**src/rtl/alu_seq_pkg.sv**
```systemverilog
// rtl/alu_seq_pkg.sv - shared states, opcode/ALU codes and IR field positions for alu_sequencer
package alu_seq_pkg;

  typedef enum logic [3:0] {
    S_IDLE = 4'd0,
    S_T0   = 4'd1,
    S_T1   = 4'd2,
    S_T2   = 4'd3,
    S_T3   = 4'd4,
    S_T4   = 4'd5,
    S_T5   = 4'd6,
    S_T6   = 4'd7,
    S_HALT = 4'd8
  } state_t;

  typedef enum logic [2:0] {
    CLS_BINARY  = 3'd0,
    CLS_UNARY   = 3'd1,
    CLS_MULDIV  = 3'd2,
    CLS_HALT    = 3'd3,
    CLS_ILLEGAL = 3'd4
  } op_class_t;

  localparam int OPC_MSB = 31;
  localparam int OPC_LSB = 27;
  localparam int RA_MSB  = 26;
  localparam int RA_LSB  = 23;
  localparam int RB_MSB  = 22;
  localparam int RB_LSB  = 19;
  localparam int RC_MSB  = 18;
  localparam int RC_LSB  = 15;

  localparam logic [4:0] OPC_ADD  = 5'b00011;
  localparam logic [4:0] OPC_SUB  = 5'b00100;
  localparam logic [4:0] OPC_AND  = 5'b00101;
  localparam logic [4:0] OPC_OR   = 5'b00110;
  localparam logic [4:0] OPC_SHR  = 5'b00111;
  localparam logic [4:0] OPC_SHL  = 5'b01000;
  localparam logic [4:0] OPC_ROR  = 5'b01001;
  localparam logic [4:0] OPC_ROL  = 5'b01010;
  localparam logic [4:0] OPC_MUL  = 5'b01111;
  localparam logic [4:0] OPC_DIV  = 5'b10000;
  localparam logic [4:0] OPC_NEG  = 5'b10001;
  localparam logic [4:0] OPC_NOT  = 5'b10010;
  localparam logic [4:0] OPC_HALT = 5'b11010;

  localparam logic [3:0] ALU_NONE = 4'b0000;
  localparam logic [3:0] ALU_ADD  = 4'b0011;
  localparam logic [3:0] ALU_SUB  = 4'b0100;
  localparam logic [3:0] ALU_AND  = 4'b1011;
  localparam logic [3:0] ALU_OR   = 4'b1010;
  localparam logic [3:0] ALU_SHR  = 4'b0101;
  localparam logic [3:0] ALU_SHL  = 4'b0110;
  localparam logic [3:0] ALU_ROR  = 4'b0111;
  localparam logic [3:0] ALU_ROL  = 4'b1000;
  localparam logic [3:0] ALU_MUL  = 4'b1110;
  localparam logic [3:0] ALU_DIV  = 4'b1111;
  localparam logic [3:0] ALU_NEG  = 4'b1100;
  localparam logic [3:0] ALU_NOT  = 4'b1101;

  function automatic logic [15:0] reg_onehot(input logic [3:0] idx);
    return 16'h0001 << idx;
  endfunction

endpackage

```
**src/rtl/alu_seq_decode.sv**
```systemverilog
// rtl/alu_seq_decode.sv - combinational opcode -> instruction class and ALU code
// MULDIV_EN: when defined, mul/div decode as CLS_MULDIV; otherwise they are illegal.
module alu_seq_decode
  import alu_seq_pkg::*;
(
  input  logic [4:0] opcode,
  output op_class_t  op_class,
  output logic [3:0] operation
);

  always_comb begin
    op_class  = CLS_ILLEGAL;
    operation = ALU_NONE;
    case (opcode)
      OPC_ADD:  begin op_class = CLS_BINARY; operation = ALU_ADD; end
      OPC_SUB:  begin op_class = CLS_BINARY; operation = ALU_SUB; end
      OPC_AND:  begin op_class = CLS_BINARY; operation = ALU_AND; end
      OPC_OR:   begin op_class = CLS_BINARY; operation = ALU_OR;  end
      OPC_SHR:  begin op_class = CLS_BINARY; operation = ALU_SHR; end
      OPC_SHL:  begin op_class = CLS_BINARY; operation = ALU_SHL; end
      OPC_ROR:  begin op_class = CLS_BINARY; operation = ALU_ROR; end
      OPC_ROL:  begin op_class = CLS_BINARY; operation = ALU_ROL; end
      OPC_NEG:  begin op_class = CLS_UNARY;  operation = ALU_NEG; end
      OPC_NOT:  begin op_class = CLS_UNARY;  operation = ALU_NOT; end
`ifdef MULDIV_EN
      OPC_MUL:  begin op_class = CLS_MULDIV; operation = ALU_MUL; end
      OPC_DIV:  begin op_class = CLS_MULDIV; operation = ALU_DIV; end
`endif
      OPC_HALT: op_class = CLS_HALT;
      default:  op_class = CLS_ILLEGAL;
    endcase
  end

endmodule

```
**src/rtl/alu_sequencer.sv**
```systemverilog
// rtl/alu_sequencer.sv - fetch/execute control sequencer driving datapath strobes
// MULDIV_EN: when defined, enables the four-step mul/div sequence through T6.
module alu_sequencer
  import alu_seq_pkg::*;
(
  input  logic        Clock,
  input  logic        clear,
  input  logic        run,
  input  logic        mem_rdy,
  input  logic [31:0] IR,
  output logic        PCout,
  output logic        IncPC,
  output logic        MARin,
  output logic        PCin,
  output logic        Read,
  output logic        MDRin,
  output logic        MDRout,
  output logic        IRin,
  output logic        Yin,
  output logic        Zin_low,
  output logic        Zin_high,
  output logic        Zlowout,
  output logic        Zhighout,
  output logic        HIin,
  output logic        LOin,
  output logic [15:0] Rout,
  output logic [15:0] Rin,
  output logic [3:0]  operation,
  output logic        busy,
  output logic        illegal,
  output logic        halted
);

  state_t     state, state_nxt;
  logic       t1_first;
  op_class_t  op_class;
  logic [3:0] alu_op;
  logic [3:0] ra, rb, rc;
  logic       unused_ir_bits;

  assign ra = IR[RA_MSB:RA_LSB];
  assign rb = IR[RB_MSB:RB_LSB];
  assign rc = IR[RC_MSB:RC_LSB];
  assign unused_ir_bits = ^IR[RC_LSB-1:0];

  alu_seq_decode u_decode (
    .opcode    (IR[OPC_MSB:OPC_LSB]),
    .op_class  (op_class),
    .operation (alu_op)
  );

  // t1_first marks the single T1 cycle that loads the incremented PC
  always_ff @(posedge Clock or negedge clear) begin
    if (!clear) begin
      state    <= S_IDLE;
      t1_first <= 1'b0;
    end else begin
      state    <= state_nxt;
      t1_first <= (state == S_T0);
    end
  end

  always_comb begin
    state_nxt = state;
    case (state)
      S_IDLE: state_nxt = run ? S_T0 : S_IDLE;
      S_T0:   state_nxt = S_T1;
      S_T1:   state_nxt = mem_rdy ? S_T2 : S_T1;
      S_T2:   state_nxt = S_T3;
      S_T3: begin
        case (op_class)
          CLS_HALT:    state_nxt = S_HALT;
          CLS_ILLEGAL: state_nxt = run ? S_T0 : S_IDLE;
          default:     state_nxt = S_T4;
        endcase
      end
      S_T4: state_nxt = (op_class == CLS_UNARY) ? (run ? S_T0 : S_IDLE) : S_T5;
`ifdef MULDIV_EN
      S_T5: state_nxt = (op_class == CLS_MULDIV) ? S_T6 : (run ? S_T0 : S_IDLE);
      S_T6: state_nxt = run ? S_T0 : S_IDLE;
`else
      S_T5: state_nxt = run ? S_T0 : S_IDLE;
`endif
      S_HALT: state_nxt = S_HALT;
      default: state_nxt = S_IDLE;
    endcase
  end

  always_comb begin
    PCout     = 1'b0;
    IncPC     = 1'b0;
    MARin     = 1'b0;
    PCin      = 1'b0;
    Read      = 1'b0;
    MDRin     = 1'b0;
    MDRout    = 1'b0;
    IRin      = 1'b0;
    Yin       = 1'b0;
    Zin_low   = 1'b0;
    Zin_high  = 1'b0;
    Zlowout   = 1'b0;
    Zhighout  = 1'b0;
    HIin      = 1'b0;
    LOin      = 1'b0;
    Rout      = 16'h0000;
    Rin       = 16'h0000;
    operation = ALU_NONE;
    illegal   = 1'b0;
    busy      = (state != S_IDLE) && (state != S_HALT);
    halted    = (state == S_HALT);
    case (state)
      S_T0: begin
        PCout   = 1'b1;
        MARin   = 1'b1;
        IncPC   = 1'b1;
        Zin_low = 1'b1;
      end
      S_T1: begin
        Read    = 1'b1;
        MDRin   = 1'b1;
        Zlowout = t1_first;
        PCin    = t1_first;
      end
      S_T2: begin
        MDRout = 1'b1;
        IRin   = 1'b1;
      end
      S_T3: begin
        case (op_class)
          CLS_BINARY, CLS_MULDIV: begin
            Rout = reg_onehot(rb);
            Yin  = 1'b1;
          end
          CLS_UNARY: begin
            Rout      = reg_onehot(rb);
            operation = alu_op;
            Zin_low   = 1'b1;
          end
          CLS_ILLEGAL: illegal = 1'b1;
          default: ;
        endcase
      end
      S_T4: begin
        if (op_class == CLS_UNARY) begin
          Zlowout = 1'b1;
          Rin     = reg_onehot(ra);
        end else begin
          Rout      = reg_onehot(rc);
          operation = alu_op;
          Zin_low   = 1'b1;
          Zin_high  = (op_class == CLS_MULDIV);
        end
      end
      S_T5: begin
        Zlowout = 1'b1;
        if (op_class == CLS_MULDIV) LOin = 1'b1;
        else                        Rin  = reg_onehot(ra);
      end
      S_T6: begin
        Zhighout = 1'b1;
        HIin     = 1'b1;
      end
      default: ;
    endcase
  end

endmodule

```
**config.mk**
```make
export PLATFORM = sky130hd
export DESIGN_NAME = alu_sequencer
export DESIGN_NICKNAME = d
export VERILOG_FILES = /design/src/rtl/alu_seq_pkg.sv /design/src/rtl/alu_seq_decode.sv /design/src/rtl/alu_sequencer.sv
export SDC_FILE = /design/constraint.sdc
export NUM_CORES = 1
export LEC_CHECK = 0
export CORE_ASPECT_RATIO = 0.6
export CORE_MARGIN = 5
export CORE_UTILIZATION = 30
export DETAILED_ROUTE_END_ITERATION = 10
export GPL_ROUTABILITY_DRIVEN = 0
export PLACE_DENSITY = 0.73
export SKIP_CTS_REPAIR_TIMING = 1
export SLEW_MARGIN = 10
export SYNTH_ARGS = -nofsm -noshare
export SYNTH_HDL_FRONTEND = slang
export SYNTH_SLANG_ARGS = --single-unit
```
**constraint.sdc**
```tcl
create_clock -name Clock -period 2.7 [get_ports Clock]
set_input_delay 0.54 -clock Clock [delete_from_list [all_inputs] [get_ports Clock]]
set_output_delay 0.54 -clock Clock [all_outputs]
set_load 0.02 [all_outputs]
```
# Yosys cells after proc, flatten, opt, wreduce, memory -nomap -nowiden
# Index checks and enable logic that the tools add are counted.
[totals]
register_bits = 5
inputBits = 36
wordCells = 71
output_inout_bits = 54
[op_classes]
mux = 33
eq_ne = 24
n_reduce_logical = 9
n_shift = 3
[op_table]
columns = ["operator", "n"]
rows = [
  ["16-bit two-way mux", 4],
  ["16-bit one-hot mux with 2 select lines", 2],
  ["1-bit by 4-bit << shifter with 16-bit output (first input constant)", 3],
  ["4-bit one-hot mux with 10 select lines", 1],
  ["4-bit one-hot mux with 7 select lines", 1],
  ["5-bit by 3-bit equality test with 1-bit output (second input constant)", 4],
  ["1-bit two-way mux", 17],
  ["4-bit by 3-bit equality test with 1-bit output (second input constant)", 4],
  ["4-bit one-hot mux with 2 select lines", 2],
  ["5-bit by 4-bit equality test with 1-bit output (second input constant)", 3],
  ["5-bit equality test (second input constant)", 3],
  ["4-bit two-way mux", 3],
  ["3-bit one-hot mux with 3 select lines", 1],
  ["4-bit by 2-bit equality test with 1-bit output (second input constant)", 2],
  ["8-bit OR reduction", 1],
  ["3-bit by 2-bit equality test with 1-bit output (second input constant)", 2],
  ["1-bit one-hot mux with 3 select lines", 2],
  ["2-bit OR reduction", 3],
  ["5-bit by 2-bit equality test with 1-bit output (second input constant)", 1],
  ["4-bit by 1-bit equality test with 1-bit output (second input constant)", 1],
  ["4-bit equality test (second input constant)", 1],
  ["4-bit zero test", 1],
  ["4-bit inequality test (second input constant)", 1],
  ["4-bit nonzero test", 1],
  ["5 further kinds", 5],
]

# Longest topological paths before layout
[logic_depth]
depth_word = 7
mapped_depth = 6
mapped_depth_nobuf = 4

# By module
# A second synthesis with hierarchy kept.
[unflattened]
hier_cells = 179
hier_area_um2 = 1345.0
[modules_own_cells]
columns = ["module", "seq_area_each_um2", "cells_per_inst", "area_each_um2", "n_inst"]
rows = [
  ["alu_sequencer", 125.1, 146, 1102.3, 1],
  ["alu_seq_decode", 0.0, 33, 242.7, 1],
]

# Worst setup path after synthesis
# Ideal clock, no wire load.
[synth_timing]
path_kind = "input port to output port"
start = "input port IR[27]"
end = "output port operation[1]"
stages = 5
t_required_ns = 2.160
setup_slack_ns = 0.026
n_path_buf = 1
arrival_time_ns = 2.134
path_cell_list = "buf_2 a21oi_2 nor2_1 o41a_1 nor4_1"
[synth_between]
elab_chain_cells = 6
elab_cells_between_ends = 19
classes_between = "eq/ne: 12; mux: 5; reduce/logical: 2"
[synth_rtl]
columns = ["element", "line", "source"]
rows = [
  ["start, declared", "alu_sequencer.sv:10", "input logic [31:0] IR,"],
  ["5-bit by 2-bit equality test with 1-bit output (tied with other cells)", "alu_seq_decode.sv:14", "case (opcode)"],
  ["8-bit OR reduction (no line) or 2-bit OR reduction (tied branches)", "--", ""],
  ["3-bit one-hot mux with 3 select lines", "alu_seq_decode.sv:14", ""],
  ["3-bit by 1-bit equality test with 1-bit output", "alu_sequencer.sv:129, alu_sequencer.sv:144", ""],
  ["4-bit two-way mux, on equally long branches", "alu_sequencer.sv:144, alu_sequencer.sv:129", ""],
  ["4-bit one-hot mux with 2 select lines (*)", "alu_sequencer.sv:111", "case (state)"],
  ["end, declared", "alu_sequencer.sv:28", "output logic [3:0] operation,"],
]
# Mark *: on every way between the ends. The rest lies on a longest branch, timed or not.

# Final worst setup path
[layout_timing]
start = "register state[0]"
end = "output port MARin"
[layout_between]
elab_chain_cells = 2
[layout_rtl]
columns = ["element", "line", "source"]
rows = [
  ["start, declared", "alu_sequencer.sv:34", "state_t state, state_nxt;"],
  ["start signal, assigned", "alu_sequencer.sv:58", "state <= state_nxt;"],
  ["4-bit by 1-bit equality test with 1-bit output", "alu_sequencer.sv:111", ""],
  ["1-bit two-way mux", "alu_sequencer.sv:111", ""],
  ["end, declared", "alu_sequencer.sv:13", "output logic MARin,"],
]
# Every way passes these cells.

==> summary.md <==
| Metric | Value |
|---|---|
| Run status | complete, no violations |
| WL final | 5120 um |
| DIE HEIGHT | 59.1 um |
| Layout cells sized above 1 | 39.1% |
| Slew Limit Fails | 0 |
| Vias per cell | 5.54 |
| Critical path buffers and inverters | 4 |
| Syn avg cell area | 7.22 um^2 |
| Routed via count | 1778 |
| Port Buffers | 72 |
| EDFF count, synth | 0 |
| Tcrit/Tclk final | 97.9% |
| Critical Path Fanout Max | 6 |
| Fmax | 0.378 GHz |
| First-pass DRT Iterations | 4 |
| Core ar. | 3760 um^2 |
| Initial Utilization | 32.0% |
| Antenna Violating Nets Remaining | 0 |
| Placed insts | 316 |
| Largest net degree at the start of global routing | 17 |
| CP Cell Sequence | buf_4 > inv_1 > buf_4 > nor4_2 > clkdlybuf4s50_1 |
| Distinct cells, synth | 49 |
| Clock buffer depth | 2 |
| Worst EP arrival | 2.10 ns |
| Clk root buf | clkbuf_8 |
| Biggest cell delay along the critical path | 0.69 ns |
| Synth async-reset ratio | 100% |
| Area growth syn-to-layout | 98.9% |
| Mapped Cells | 167 |
| Nets | 311 |
| Yosys warning total | 0 |
| HP Class | in2async |
| Clk_skew | 0.00187 ns |
| Post-route DRC | 0 |
| Worst slew pin tran | 0.521 ns |
| Vias in the first global route | 1517 |
| Antenna violations before repair | 0 |
| Main flop type after synthesis | dfrtp_1 |
| Clk_lat worst skew | 0.23 ns |
| PwrDens | 515 nW/um^2 |
| Clock slew at reported path FFs | 0.04 ns |
| Flop and latch count out of synthesis | 5 |
| Die ar. | 5430 um^2 |
| Critical Path RT | 2.16 ns |
| Delay-heaviest family, CP | buffers and inverters |
| Row count | 17 |
| Num ports | 90 |
| Antenna Cells | 0 |
| Setup CP Type | reg2out |
| Final Hold Fails | 0 |
| Final Util | 63.6% |
| Max VDD drop | 0.243 mV |
| CTS HTree Levels | 1 |
| Maxcap violations | 0 |
| CP Launch Type | register |
| Dpl cell area | 2230 um^2 |
| Crit path time final | 2.64 ns |
| Worst setup margin | 0.0562 ns |
| Most Frequent Cell on Critical Path | buf_4 |
| Synth Cell Area | 1200 um^2 |
| CTS Sinks | 5 |
| First-pass GRT wire length | 7270 um |
| Finished Layout Cells | 321 |
| Reg2Reg Depth | 6 |
| Slew HR | 65.1% |
| Final setup fails | 0 |
| Element type at the critical path end | primary output |
| DP Wirelength | 3790 um |
| CP max stage cell | clkdlybuf4s50_1 |
| Cts bufs inserted | 3 |
| Tot GR Track Use | 16.3% |
| Routed wire length per instance | 16.0 um |
| Number of cells on the critical path | 5 |
| Die width | 91.8 um |
| TritonCTS clock tree | done |
| Worst slack at placement | -0.657 ns |
| Gr ovfl total | 0 |
| Final hold slack | 0.543 ns |
| Post-synthesis sequential area ratio | 10.4% |
| Lkg Pwr | 0.00122 uW |
| DRT iter0 DRCs | 142 |
| Post-Layout Inst Area | 2400 um^2 |
[area by class of cell]
cell class / instances / area, um^2
fill: 336 / 1370
multi-input combinational: 139 / 1110
timing repair buffer: 119 / 1030
sequential: 5 / 125
tap: 47 / 58.8
clock buffer: 4 / 45.0
inverter: 7 / 26.3
[synthesized netlist by cell type (2+ instances only)]
library cell	count	area (um^2)
a211o_1	2	17.5
a211oi_1	2	15.0
a21oi_1	4	20.0
a21oi_2	2	17.5
and2_1	2	12.5
buf_2	5	25.0
buf_4	8	60.1
clkbuf_1	2	7.51
dfrtp_1	5	125
inv_1	7	26.3
mux2i_1	2	20.0
nand2_1	10	37.5
nand2b_1	10	62.6
nand3_1	4	20.0
nand3b_1	2	15.0
nor2_1	6	22.5
nor2_2	2	12.5
nor2b_1	8	50.1
nor3_1	20	100
nor3b_1	2	15.0
nor4_1	8	50.1
o2111ai_1	5	43.8
o22ai_1	9	56.3
o32ai_1	8	70.1
or2_2	3	18.8
or3_1	5	31.3
or4_4	2	22.5
[metal layers]
metal,wire (um),global-route usage (%)
met5,0,0
met4,48,4.65
met3,358,3.05
met2,2230,24.2
met1,2480,24.0
[worst reg2reg max path, stage by stage, from the launching register on]
cell	delay [ns]
dfrtp_1	0.40
nor3_1	0.25
nand2_1	0.14
buf_4	0.19
nor4_2	0.34
buf_4	0.17
a211o_1	0.09
[per-stage QoR]
step	setup TNS (ns)	total power [uW]
global route	-0.173	1310
finish	0	1230
detailed placement	-23.50	1030
CTS	-23.86	1180
floorplan	0	663
global placement	-22.42	1030
[report_power, final]
group	internal [uW]	switching, uW	total, uW
logic	424	542	966
registers	105	21.6	126
clock network	102	40.4	142
total	630	604	1230
[flip-flops by register name, summed over array words and instances, names as in the netlist]
signal,flops
state,4
t1_first,1
[worst paths after layout]
path                       startpoint       end  slack (ns)
max in group asynchronous       clear  state[2]        1.96
max reg2reg                  state[1]  state[0]        1.07
max                          state[0]     MARin        0.06
min reg2reg                  state[0]  state[3]        0.63
min in group Clock           state[0]  state[3]        0.63
min                             clear  state[0]        0.54
[cells in the final DEF, fill, tap and decap left out, types with 3 or more instances in the layout]
cell type,n
clkdlybuf4s50_1,26
nor4_1,5
nor3_2,3
buf_4,52
clkbuf_2,9
buf_6,4
inv_1,7
nor2b_1,8
nand2_1,10
buf_2,8
dlymetal6s2s_1,20
nor3_1,17
nor4_2,3
o22ai_1,7
o32ai_1,4
nand3_1,4
clkbuf_8,3
o32ai_2,4
nand2b_1,10
nor2_1,6
or3_1,5
dfrtp_1,5
a21oi_1,4
[kinds of logic (layout without fill, tap and decap cells)]
| group | after synthesis | in the layout | synth area share, % |
|---|---|---|---|
| buf+inv | 24 | 130 | 11.1 |
| xor+xnor | 3 | 3 | 3.74 |
| mux | 2 | 2 | 1.66 |
| flops | 5 | 5 | 10.4 |
| simple gates | 90 | 90 | 43.4 |
| other cells | 1 | 2 | 0.311 |
| compound gates | 42 | 42 | 29.4 |
(Power assumes the default switching activity.)
